===== src/rtl/rvfi_fv_pkg.sv =====
// Shared types and helpers for the riscv.Hart formal wrapper and its
// memory stubs.
//   stub_state_e : request/response FSM state of rvfi_mem_stub
//   word_index   : byte address -> word index (drops the byte-lane bits)
package rvfi_fv_pkg;

   typedef enum logic [1:0] {
      ST_IDLE = 2'd0,
      ST_WAIT = 2'd1,
      ST_RESP = 2'd2
   } stub_state_e;

   // Width-agnostic: callers zero-extend the address to 64 bits and keep
   // the low bits of the result that they need.
   function automatic logic [63:0] word_index(input logic [63:0] addr,
                                              input int unsigned lane_bits);
      return addr >> lane_bits;
   endfunction

endpackage


===== src/rtl/rvfi_mem_store.sv =====
// Address-tagged write store used by rvfi_mem_stub so that read-after-write
// returns the written bytes instead of fresh solver data.
//   clock, reset : clock and asynchronous active-high reset
//   lookup_idx   : word index to look up (also the update target tag)
//   lookup_hit   : a valid entry holds lookup_idx
//   lookup_data  : data of the hitting entry, zero on a miss
//   upd_en       : write upd_data for lookup_idx this cycle
//   upd_data     : fully merged word to store
// On a hit the matching entry is rewritten; on a miss entry wr_ptr is
// allocated and wr_ptr advances, so the oldest allocation is replaced.
module rvfi_mem_store #(
   parameter int IDX_W  = 30,
   parameter int DATA_W = 32,
   parameter int DEPTH  = 4
) (
   input  logic              clock,
   input  logic              reset,
   input  logic [IDX_W-1:0]  lookup_idx,
   output logic              lookup_hit,
   output logic [DATA_W-1:0] lookup_data,
   input  logic              upd_en,
   input  logic [DATA_W-1:0] upd_data
);

   generate
      if (DEPTH == 0) begin : g_none
         logic unused_store_in;
         assign unused_store_in = ^{clock, reset, lookup_idx, upd_en, upd_data};
         assign lookup_hit  = 1'b0;
         assign lookup_data = '0;
      end else begin : g_store
         localparam int PTR_W = (DEPTH > 1) ? $clog2(DEPTH) : 1;

         logic [PTR_W-1:0]  wr_ptr_q, wr_ptr_d;
         logic [DEPTH-1:0]  valid_q, valid_d;
         logic [IDX_W-1:0]  tag_q  [DEPTH];
         logic [IDX_W-1:0]  tag_d  [DEPTH];
         logic [DATA_W-1:0] data_q [DEPTH];
         logic [DATA_W-1:0] data_d [DEPTH];
         logic [DEPTH-1:0]  hit_vec;
         logic              any_hit;
         logic [DATA_W-1:0] hit_data;

         // Allocation only happens on a miss, so hit_vec is at most one-hot
         // and an OR-reduction selects the hitting entry.
         always_comb begin
            hit_vec  = '0;
            hit_data = '0;
            for (int i = 0; i < DEPTH; i++) begin
               hit_vec[i] = valid_q[i] && (tag_q[i] == lookup_idx);
               if (hit_vec[i]) hit_data = hit_data | data_q[i];
            end
            any_hit = |hit_vec;
         end

         assign lookup_hit  = any_hit;
         assign lookup_data = hit_data;

         always_comb begin
            valid_d  = valid_q;
            wr_ptr_d = wr_ptr_q;
            for (int i = 0; i < DEPTH; i++) begin
               tag_d[i]  = tag_q[i];
               data_d[i] = data_q[i];
               if (upd_en && (any_hit ? hit_vec[i] : (wr_ptr_q == PTR_W'(i)))) begin
                  valid_d[i] = 1'b1;
                  tag_d[i]   = lookup_idx;
                  data_d[i]  = upd_data;
               end
            end
            if (upd_en && !any_hit)
               wr_ptr_d = (wr_ptr_q == PTR_W'(DEPTH - 1)) ? '0 : wr_ptr_q + 1'b1;
         end

         always_ff @(posedge clock or posedge reset) begin
            if (reset) begin
               wr_ptr_q <= '0;
               valid_q  <= '0;
               for (int i = 0; i < DEPTH; i++) begin
                  tag_q[i]  <= '0;
                  data_q[i] <= '0;
               end
            end else begin
               wr_ptr_q <= wr_ptr_d;
               valid_q  <= valid_d;
               for (int i = 0; i < DEPTH; i++) begin
                  tag_q[i]  <= tag_d[i];
                  data_q[i] <= data_d[i];
               end
            end
         end

`ifndef SYNTHESIS
         hit_unique: assert property (@(posedge clock) disable iff (reset)
                                      $onehot0(hit_vec));
`endif
      end
   endgenerate

endmodule


===== src/rtl/rvfi_mem_stub.sv =====
// Formal memory stub: request/response port with bounded solver-chosen
// wait states; read data comes from the write store on a hit, otherwise
// from solver-driven rnd_data.
//   clock, reset            : clock, asynchronous active-high reset
//   req_valid/req_ready     : request handshake
//   req_addr/wmask/wdata    : byte address, byte enables (0 = read), data
//   rsp_valid/rsp_rdata     : one-cycle response strobe, held read data
//   rnd_data/rnd_stall      : solver-driven data and stall request
//   busy                    : a transaction is in flight
module rvfi_mem_stub
   import rvfi_fv_pkg::*;
#(
   parameter int ADDR_W    = 32,
   parameter int DATA_W    = 32,
   parameter int MAX_STALL = 4,
   parameter int DEPTH     = 4
) (
   input  logic                clock,
   input  logic                reset,
   input  logic                req_valid,
   output logic                req_ready,
   input  logic [ADDR_W-1:0]   req_addr,
   input  logic [DATA_W/8-1:0] req_wmask,
   input  logic [DATA_W-1:0]   req_wdata,
   output logic                rsp_valid,
   output logic [DATA_W-1:0]   rsp_rdata,
   input  logic [DATA_W-1:0]   rnd_data,
   input  logic                rnd_stall,
   output logic                busy
);

   localparam int NB      = DATA_W / 8;
   localparam int NB_LOG2 = (NB > 1) ? $clog2(NB) : 0;
   localparam int IDX_W   = ADDR_W - NB_LOG2;
   localparam int SC_W    = (MAX_STALL > 0) ? $clog2(MAX_STALL + 1) : 1;

   stub_state_e       state_q, state_d;
   logic [SC_W-1:0]   stall_cnt_q, stall_cnt_d;
   logic [ADDR_W-1:0] addr_q, addr_d;
   logic [NB-1:0]     wmask_q, wmask_d;
   logic [DATA_W-1:0] wdata_q, wdata_d;
   logic [DATA_W-1:0] rsp_rdata_q, rsp_rdata_d;

   logic [63:0]       widx_full;
   logic [IDX_W-1:0]  widx;
   logic              unused_widx;
   logic              store_hit;
   logic [DATA_W-1:0] store_data;
   logic              store_upd;
   logic [DATA_W-1:0] rd_word;
   logic [DATA_W-1:0] new_word;

   assign widx_full   = word_index(64'(addr_q), NB_LOG2);
   assign widx        = widx_full[IDX_W-1:0];
   assign unused_widx = ^(widx_full >> IDX_W);

   // Read data is the pre-write value; the store is refilled with the
   // same word after the enabled bytes are merged in. On a miss the
   // unwritten bytes therefore keep the rnd_data returned this cycle.
   genvar gi;
   generate
      for (gi = 0; gi < NB; gi++) begin : g_lane
         assign rd_word[8*gi +: 8]  = store_hit ? store_data[8*gi +: 8]
                                                : rnd_data[8*gi +: 8];
         assign new_word[8*gi +: 8] = wmask_q[gi] ? wdata_q[8*gi +: 8]
                                                  : rd_word[8*gi +: 8];
      end
   endgenerate

   rvfi_mem_store #(
      .IDX_W  (IDX_W),
      .DATA_W (DATA_W),
      .DEPTH  (DEPTH)
   ) u_store (
      .clock       (clock),
      .reset       (reset),
      .lookup_idx  (widx),
      .lookup_hit  (store_hit),
      .lookup_data (store_data),
      .upd_en      (store_upd),
      .upd_data    (new_word)
   );

   always_comb begin
      state_d     = state_q;
      stall_cnt_d = stall_cnt_q;
      addr_d      = addr_q;
      wmask_d     = wmask_q;
      wdata_d     = wdata_q;
      rsp_rdata_d = rsp_rdata_q;
      store_upd   = 1'b0;
      case (state_q)
         ST_IDLE: begin
            if (req_valid) begin
               addr_d      = req_addr;
               wmask_d     = req_wmask;
               wdata_d     = req_wdata;
               stall_cnt_d = '0;
               state_d     = ST_WAIT;
            end
         end
         ST_WAIT: begin
            if (!rnd_stall || (stall_cnt_q == SC_W'(MAX_STALL))) begin
               rsp_rdata_d = rd_word;
               store_upd   = |wmask_q;
               state_d     = ST_RESP;
            end else begin
               stall_cnt_d = stall_cnt_q + 1'b1;
            end
         end
         ST_RESP: state_d = ST_IDLE;
         default: state_d = ST_IDLE;
      endcase
   end

   always_ff @(posedge clock or posedge reset) begin
      if (reset) begin
         state_q     <= ST_IDLE;
         stall_cnt_q <= '0;
         addr_q      <= '0;
         wmask_q     <= '0;
         wdata_q     <= '0;
         rsp_rdata_q <= '0;
      end else begin
         state_q     <= state_d;
         stall_cnt_q <= stall_cnt_d;
         addr_q      <= addr_d;
         wmask_q     <= wmask_d;
         wdata_q     <= wdata_d;
         rsp_rdata_q <= rsp_rdata_d;
      end
   end

   assign req_ready = (state_q == ST_IDLE);
   assign rsp_valid = (state_q == ST_RESP);
   assign busy      = (state_q != ST_IDLE);
   assign rsp_rdata = rsp_rdata_q;

endmodule

===== config.mk =====
export PLATFORM = sky130hd
export DESIGN_NAME = rvfi_mem_stub
export DESIGN_NICKNAME = d
export VERILOG_FILES = /design/src/rtl/rvfi_fv_pkg.sv /design/src/rtl/rvfi_mem_store.sv /design/src/rtl/rvfi_mem_stub.sv
export SDC_FILE = /design/constraint.sdc
export NUM_CORES = 1
export LEC_CHECK = 0
export CAP_MARGIN = 20
export CORE_UTILIZATION = 66
export CTS_BUF_LIST = sky130_fd_sc_hd__clkbuf_4 sky130_fd_sc_hd__clkbuf_8
export DETAILED_ROUTE_END_ITERATION = 8
export DONT_BUFFER_PORTS = 1
export PLACE_DENSITY = 0.82
export SLEW_MARGIN = 20
export SYNTH_ARGS = -nofsm -noshare
export SYNTH_HDL_FRONTEND = slang
export SYNTH_SLANG_ARGS = --single-unit

===== constraint.sdc =====
create_clock -name clock -period 12.67 [get_ports clock]
set_clock_uncertainty 0.1 [all_clocks]
set_input_delay 1.267 -clock clock [delete_from_list [all_inputs] [get_ports clock]]
set_output_delay 1.267 -clock clock [all_outputs]
set_load 0.05 [all_outputs]

==> impl_metrics.tcl <==
set metrics [dict create \
    clk_pin_slew_worst_paths_ns 0.06 \
    routed_via_density 7.00 \
    r2r_slack_ns 8.63 \
    hold_class "flip-flop to flip-flop" \
    grt_pass1_vias 13200 \
    seq_area_um2 8930 \
    power_density_nw_per_um2 283 \
    ys_ff_latch 357 \
    max_slew_margin 0.298 \
    cts_resized 0 \
    antenna_found_initial 0 \
    required_ns 13.03 \
    synth.distinct_cells 50 \
    fin_total_pwr_w 0.00523 \
    core_um2 25400 \
    die_x_um 164 \
    cap_viol_max_count 0 \
    ys_seq_area_frac 0.518 \
    routed_wl_um 45100 \
    synthArstFlopShare 1.00 \
    cts-root-buf "clkbuf_8" \
    synth_area_leaders "dfrtp_1 52%, mux2_2 7.1%, xnor2_1 6.1%" \
    syn_avg_cell_area_um2 11.0 \
    grt_max_degree 144 \
    cts_tree "yes" \
    multi_input_area_um2 7710 \
    ir_worst_vdd_v 0.000177 \
    slew_violations 0 \
    io_buffers 0 \
    netlist_instances 1567 \
    worstSetupStartpointType "flip-flop" \
    worst_pin_slew_ns 1.04 \
    cts.sinks 357 \
    start_util 0.679 \
    yosysMostFrequentCell "dfrtp_1" \
    finalCriticalPeriod_ns 4.04 \
    boundaryPins 139 \
    drt_drc_violations_left 0 \
    antenna_left 0 \
    nNetsFinal 1621 \
    die_height_um 164 \
    dr.pass1.iters 7 \
    max_freq_ghz 0.248 \
    rows 58 \
    yosys_warnings 0 \
    htree_levels 2 \
    grt_first_pass_wirelength_um 70800 \
    dpl.hpwl_um 27500 \
    synth_top_area_share 0.518 \
    cts_hold_buf 0 \
    vias 13200 \
    fillCellCount 1705 \
    stdcell_count 1880 \
    cts_buffers 57 \
    design_area_um2 18500 \
    grtUsageTotal 0.343 \
    worstSetupPathType "flip-flop to flip-flop" \
    place_inst 1781 \
    routabilityCongestion 0.910 \
    p_leak_nw 7.58 \
    hold_slack_ns 0.401 \
    dieArea_um2 26800 \
    ys.flop_type "dfrtp_1" \
    syn_nets 1677 \
    endpoint_kind "flip-flop" \
    path_max_fanout 63 \
    cts_setup_buffers 0 \
    mappedNetlistArea_um2 17200 \
    insertion_delay_ns 0.60 \
    drt_iter0_drc 1437 \
    drive_gt1_frac 0.187 \
    clock_path_buffers 3 \
    finalCritPeriodShare 0.319 \
    synth_edf_count 0 \
    rsz0062_at_grt "false" \
    synth_top_cell_by_area "dfrtp_1" \
    outcome "completed" \
    hold_violations 0 \
    grt_overflow 0 \
    ys_top_cells_by_count "357 x dfrtp_1, 156 x a21oi_1, 132 x nand3_1" \
    avgRoutedWirePerCell_um 24.0 \
    setup_tns_ns 0 \
    area_growth_pct 7.21 \
    setup_viol 0 \
    arrival_ns 4.40 \
    place_area_um2 17300 \
]
## worst max-delay path: stages, from the launching register on
cell     delay, ns
dfrtp_1       0.54
xnor2_1       0.38
nand4_1       0.13
nor4_1        0.84
a22o_1        0.23
buf_4         0.37
o21ai_4       0.07
buf_4         0.35
and2_4        0.47
mux2_4        0.37
## cells in the final DEF, fill, tap and decap left out, types with 7 or more instances in the layout
cell      instances
mux2_4           28
a21oi_1         156
mux2_2          109
clkbuf_4         20
o211ai_1         57
a31oi_1         124
inv_1            11
buf_4            25
nor4_1            7
nand4_1          84
mux2_1           47
or3_1            31
dfrtp_1         357
o21ai_0           7
clkbuf_8         71
xnor2_1         120
nand3_1         132
nand2_1          80
## sequential cells by signal (all words and copies together) (netlist names)
name / cells
addr_q: 30
rsp_rdata: 32
stall_cnt_q: 3
state_q: 2
u_store.g_store.data_q: 128
u_store.g_store.tag_q: 120
u_store.g_store.valid_q: 4
u_store.g_store.wr_ptr_q: 2
wdata_q: 32
wmask_q: 4
## worst paths after layout
kind / from / end / cells after the start
worst max-delay path: addr_q[11] / u_store.g_store.tag_q[25] / 9
worst min-delay path: u_store.g_store.valid_q[3] / u_store.g_store.valid_q[3] / 1
worst max register to register: addr_q[11] / u_store.g_store.tag_q[25] / 9
worst min register to register: u_store.g_store.valid_q[3] / u_store.g_store.valid_q[3] / 1
max in group asynchronous: reset / wdata_q[7] / 3
min in group asynchronous: reset / wdata_q[22] / 1
## logic make-up (layout without fill, tap and decap cells)
logic type,Yosys count,in the layout,share of synthesized area
AND/OR/NAND/NOR,374,374,0.117
AO/OA/AOI/OAI,364,364,0.129
flip-flops,357,357,0.518
multiplexers,188,188,0.129
buffers and inverters,157,139,0.0409
XOR/XNOR,121,121,0.0615
adder cells (fa/ha/maj),6,6,0.00435
other,0,1,0
## routing by layer
layer | GRT usage | routed length, µm
met1 | 0.466 | 18000
met2 | 0.540 | 21000
met3 | 0.0708 | 4400
met4 | 0.144 | 1640
met5 | 0 | 0
## stage by stage
stage	util	setup slack, ns
after floorplan	-	1.40
after global placement	0.682	8.72
after detailed placement	0.682	8.66
after CTS	0.727	8.69
after global routing	0.728	8.57
final	0.728	8.63
## power breakdown
part | internal (W) | total [W] | switching, W
Clock | 0.000557 | 0.000999 | 0.000442
Sequential | 0.00171 | 0.00244 | 0.000728
Combinational | 0.000785 | 0.00179 | 0.00101
Total | 0.00305 | 0.00523 | 0.00218
## final cells by class
class                   instances  share of cell area
multi-input cells            1053               0.417
flip-flops and latches        357               0.483
diodes                          1            0.000135
inverters                      17             0.00386
clock inverters                 6             0.00176
repair buffers                 25              0.0102
clock buffers                  91              0.0610
well taps                     330              0.0223
Power figures use the tool's default switching activity.
